`config.mk`:
```
export PLATFORM = sky130hd
export DESIGN_NAME = scan_chain_driver
export DESIGN_NICKNAME = d
export VERILOG_FILES = /design/src/rtl/scan_chain_pkg.sv /design/src/rtl/scan_shift_reg.sv /design/src/rtl/scan_chain_driver.sv
export SDC_FILE = /design/constraint.sdc
export NUM_CORES = 1
export LEC_CHECK = 0
export CORE_MARGIN = 3
export CORE_UTILIZATION = 57
export CTS_CLUSTER_SIZE = 16
export DETAILED_ROUTE_END_ITERATION = 12
export MAX_ROUTING_LAYER = met4
export PLACE_DENSITY_LB_ADDON = 0.3
export SYNTH_ARGS = -nofsm -noshare
export SYNTH_HDL_FRONTEND = slang
export SYNTH_HIERARCHICAL = 1
export SYNTH_SLANG_ARGS = --single-unit
```
`constraint.sdc`:
```
create_clock -name CLK -period 4.75 [get_ports CLK]
set_input_delay 0.475 -clock CLK [delete_from_list [all_inputs] [get_ports CLK]]
set_output_delay 0.475 -clock CLK [all_outputs]
set_load 0.02 [all_outputs]
```
`src/rtl/scan_chain_pkg.sv`:
```
// Shared types for the scan chain driver: sequencer states and the sequence-length helper.
package scan_chain_pkg;

  typedef enum logic [2:0] {
    IDLE,
    SHIFT_IN,
    CAPTURE,
    SHIFT_OUT,
    FIN
  } state_t;

  // Cycles from START acceptance to DONE inclusive; also the number of BUSY cycles.
  function automatic int seq_len(input int chain_len);
    return 2 * chain_len + 2;
  endfunction

endpackage

```
`src/rtl/scan_shift_reg.sv`:
```
// Parallel-load, left-shifting register: MSB leaves first, new bits enter at the LSB.
module scan_shift_reg #(
  parameter int WIDTH = 16
) (
  input  logic             clk,
  input  logic             rst,
  input  logic             load,
  input  logic [WIDTH-1:0] load_val,
  input  logic             shift,
  input  logic             shift_in,
  output logic [WIDTH-1:0] q
);

  always_ff @(posedge clk) begin
    if (rst) begin
      q <= '0;
    end else if (load) begin
      q <= load_val;
    end else if (shift) begin
      q <= {q[WIDTH-2:0], shift_in};
    end
  end

endmodule

```
`src/rtl/scan_chain_driver.sv`:
```
// Scan initiator: loads PAT into the chain, pulses one capture, unloads into CAPT.
// Optional compare-against-expected logic is built when SCAN_CMP_EN is defined.
module scan_chain_driver
  import scan_chain_pkg::*;
#(
  parameter int CHAIN_LEN = 16
) (
  input  logic                 CLK,
  input  logic                 R,
  input  logic                 START,
  input  logic [CHAIN_LEN-1:0] PAT,
`ifdef SCAN_CMP_EN
  input  logic [CHAIN_LEN-1:0] EXP,
  input  logic [CHAIN_LEN-1:0] MASK,
  output logic                 MISMATCH,
  output logic                 ERR_STICKY,
`endif
  input  logic                 SO,
  output logic                 SE,
  output logic                 SI,
  output logic                 CHAIN_EN,
  output logic                 BUSY,
  output logic                 DONE,
  output logic [CHAIN_LEN-1:0] CAPT
);

  localparam int CNT_W = $clog2(CHAIN_LEN + 1);
  localparam logic [CNT_W-1:0] LAST = CNT_W'(CHAIN_LEN - 1);

  state_t state, state_next;
  logic [CNT_W-1:0] cnt;
  logic             last;
  logic             accept;
  logic             fin_entry;
  logic [CHAIN_LEN-1:0] load_q;
  logic [CHAIN_LEN-1:0] unload_q;
  logic [CHAIN_LEN-1:0] unload_next;
  logic             unused_bits;

  assign last        = (cnt == LAST);
  assign accept      = (state == IDLE) && START;
  assign fin_entry   = (state == SHIFT_OUT) && last;
  assign unload_next = {unload_q[CHAIN_LEN-2:0], SO};
  assign unused_bits = ^{load_q[CHAIN_LEN-2:0], unload_q[CHAIN_LEN-1]};

  always_ff @(posedge CLK) begin
    if (R) begin
      state <= IDLE;
    end else begin
      state <= state_next;
    end
  end

  always_comb begin
    state_next = state;
    case (state)
      IDLE:      if (START) state_next = SHIFT_IN;
      SHIFT_IN:  if (last)  state_next = CAPTURE;
      CAPTURE:              state_next = SHIFT_OUT;
      SHIFT_OUT: if (last)  state_next = FIN;
      FIN:                  state_next = IDLE;
      default:              state_next = IDLE;
    endcase
  end

  always_comb begin
    SE       = 1'b0;
    SI       = 1'b0;
    CHAIN_EN = 1'b0;
    BUSY     = (state != IDLE);
    DONE     = 1'b0;
    case (state)
      SHIFT_IN: begin
        SE       = 1'b1;
        SI       = load_q[CHAIN_LEN-1];
        CHAIN_EN = 1'b1;
      end
      CAPTURE: begin
        CHAIN_EN = 1'b1;
      end
      SHIFT_OUT: begin
        SE       = 1'b1;
        CHAIN_EN = 1'b1;
      end
      FIN: begin
        DONE = 1'b1;
      end
      default: ;
    endcase
  end

  // Counter restarts on every state change and saturates, so it never wraps inside a state.
  always_ff @(posedge CLK) begin
    if (R) begin
      cnt <= '0;
    end else if (state_next != state) begin
      cnt <= '0;
    end else if ((state == SHIFT_IN || state == SHIFT_OUT) && !last) begin
      cnt <= cnt + 1'b1;
    end
  end

  scan_shift_reg #(.WIDTH(CHAIN_LEN)) u_load (
    .clk      (CLK),
    .rst      (R),
    .load     (accept),
    .load_val (PAT),
    .shift    (state == SHIFT_IN),
    .shift_in (1'b0),
    .q        (load_q)
  );

  scan_shift_reg #(.WIDTH(CHAIN_LEN)) u_unload (
    .clk      (CLK),
    .rst      (R),
    .load     (accept),
    .load_val ({CHAIN_LEN{1'b0}}),
    .shift    (state == SHIFT_OUT),
    .shift_in (SO),
    .q        (unload_q)
  );

  // The final SO sample lands in the same edge that enters FIN, so CAPT takes the shifted value.
  always_ff @(posedge CLK) begin
    if (R) begin
      CAPT <= '0;
    end else if (fin_entry) begin
      CAPT <= unload_next;
    end
  end

`ifdef SCAN_CMP_EN
  logic [CHAIN_LEN-1:0] exp_q;
  logic [CHAIN_LEN-1:0] mask_q;
  logic                 mis_next;

  assign mis_next = |((unload_next ^ exp_q) & ~mask_q);

  always_ff @(posedge CLK) begin
    if (R) begin
      exp_q      <= '0;
      mask_q     <= '0;
      MISMATCH   <= 1'b0;
      ERR_STICKY <= 1'b0;
    end else begin
      if (accept) begin
        exp_q  <= EXP;
        mask_q <= MASK;
      end
      if (fin_entry) begin
        MISMATCH   <= mis_next;
        ERR_STICKY <= ERR_STICKY | mis_next;
      end
    end
  end
`endif

endmodule

```
==> metrics.cfg <==
[timing]
tightest_slew_ns = 1.08
slew_headroom_pct = 28.2
max_freq_ghz = 0.370
setup_ws_ns = 2.04
rsz0062_at_grt = no
finalSetupViolCount = 0
setup-tns-final_ns = 0
final_hold_viol_count = 0
skew_ns = 0.00528
slew_violations = 0
timing.final.crit_share_pct = 57.0
fin_crit_ns = 2.71

[hold_path]
hp-start = CAPT[1]$_SDFFE_PP0P_
hold_depth = 2
min_path_type = reg2reg
hold_end = CAPT[1]$_SDFFE_PP0P_

[global_routing]
antenna_found_initial = 0
grt_max_degree = 52
overflow = 0
grt_pass1_wl_um = 8090
grt.total_usage_pct = 19.8
gr-usage-met2_pct = 35.6
met1_usage_pct = 22.1
grt_pass1_vias = 1886
use_met3_pct = 3.72
busiest_layer = met2

[die]
pin_count = 41
die_h_um = 72.8
fp-row-count = 23
core_mm2 = 0.00414
die-area_mm2 = 0.00530
dieWidth_um = 72.8
start_util_pct = 61.4

[critical_path]
max_stage_delay_ns = 0.59
arrival_ns = 2.23
rrSetupSlack_ns = 2.22
cp_max_fo = 17
worstSetupEndpointType = primary output
critPathTopFamily = buffers and inverters
crit_type = reg2out
r2r_cells = 4
crit_path_start_kind = register
cp.buffers_inverters = 2
required_ns = 4.28
r2r-end = u_load/q[2]$_SDFFE_PP0P_
r2r-start = state[2]$_SDFF_PP0_
cp_cell_sequence = nor2b_1 -> nor2b_2 -> buf_4 -> and2_1 -> clkdlybuf4s50_1
cp_slowest_cell = clkdlybuf4s50_1

[cells_and_area]
area_growth_pct = 19.4
drive_above_1_share_pct = 10.5
final_common_cell = dfxtp_1
layout.nets = 326
diodes = 0
layout_common_cells = dfxtp_1, clkdlybuf4s50_1, nand2_1, nor2b_1, mux2i_1

[clocking]
cts_buffers = 5
postCtsHoldBufs = 0
worst_skew_pair.late_latency_ns = 0.29
cts_resized = 0
post-cts-setup-buffers = 0
clock_sinks = 55
htreeDepth = 2
root_buffer = clkbuf_8
path_clk_slew_ns = 0.09
cts_tree = built
clock_path_buffers = 2

[power_and_ir_drop]
vdd_drop_max_v = 0.000208
pwr_density_cell_mw_per_mm2 = 291
p_int_mw = 0.677
p_leak_nw = 1.06
swShare_pct = 23.5
pwr-share-seq_pct = 56.7
p_comb_share_pct = 13.0
clkPwrFrac_pct = 30.3
p_switching_mw = 0.208

[synth]
ys.warnings.count = 6
syn_avg_cell_area_um2 = 9.79
synth_cells = 260
netlist_area_mm2 = 0.00255

[placed_design]
portBuffers = 40
gp_congestion = 0.780
hpwl_um = 3310
dp_slack_ns = 2.06

[detailed_routing]
wirelength_um = 4770
ant_nets = 0
via_count = 1851
vias_per_cell = 5.21
dr.first_iter.drc_count = 81
firstDrtPassIters = 4
drc = 0
wl_per_cell_um = 13.4

[job]
cap_violations = 0

[status]
outcome = completed

==> worst register-to-register path, stage by stage (launching register included) <==
cell	delay, ns
dfxtp_1	0.41
or3_1	0.43
nor2_1	0.68
inv_1	0.57
a211oi_1	0.36
==> flip-flops by register name, summed over array words and instances, names as in the netlist <==
name	cells
CAPT	16
u_load/q	16
u_unload/q	15
cnt	5
state	3
==> metal layers <==
| layer | up-vias | part of all wire [%] |
|---|---|---|
| met5 | - | 0 |
| met4 | 0 | 0.82 |
| met3 | 4 | 3.4 |
| met2 | 27 | 52 |
| met1 | 849 | 44 |
| li1 | 971 | - |
==> cell type report <==
cell class / instances / area [um^2]
flip-flops and latches: 55 / 1100
multi-input cells: 196 / 1350
fillers: 318 / 1100
repair buffers: 42 / 410
inverters: 4 / 15.0
clock buffers: 8 / 100
well taps: 50 / 62.6
==> worst max path at each step <==
stage / to / startpoint / cells after the start / slack, ns
floorplan: u_load/q[10]$_SDFFE_PP0P_ / state[2]$_SDFF_PP0_ / 6 / 2.76
global placement: u_load/q[1]$_SDFFE_PP0P_ / START / 5 / 2.16
detailed placement: u_load/q[2]$_SDFFE_PP0P_ / START / 5 / 2.06
CTS: SI / state[0]$_SDFF_PP0_ / 5 / 2.03
global route: SI / state[0]$_SDFF_PP0_ / 5 / 1.89
finish: SI / state[0]$_SDFF_PP0_ / 5 / 2.04
==> metrics by stage <==
step	instances	power [mW]	area, um^2	hold slack (ns)	utilization (%)
floorplan	275	0.595	2600	0.431	-
global placement	347	0.623	2940	0.443	70.9
detailed placement	347	0.628	2940	0.449	70.9
CTS	355	0.897	3040	0.462	73.3
global route	355	0.924	3040	0.487	73.3
finish	355	0.885	3040	0.459	73.3
==> power groups by stage <==
stage	clock, mW	sequential [mW]	combinational, mW
floorplan	0	0.507	0.0885
global placement	0	0.511	0.112
detailed placement	0	0.512	0.115
CTS	0.279	0.502	0.116
global route	0.294	0.505	0.125
finish	0.268	0.502	0.115
Power figures use the tool's default switching activity.
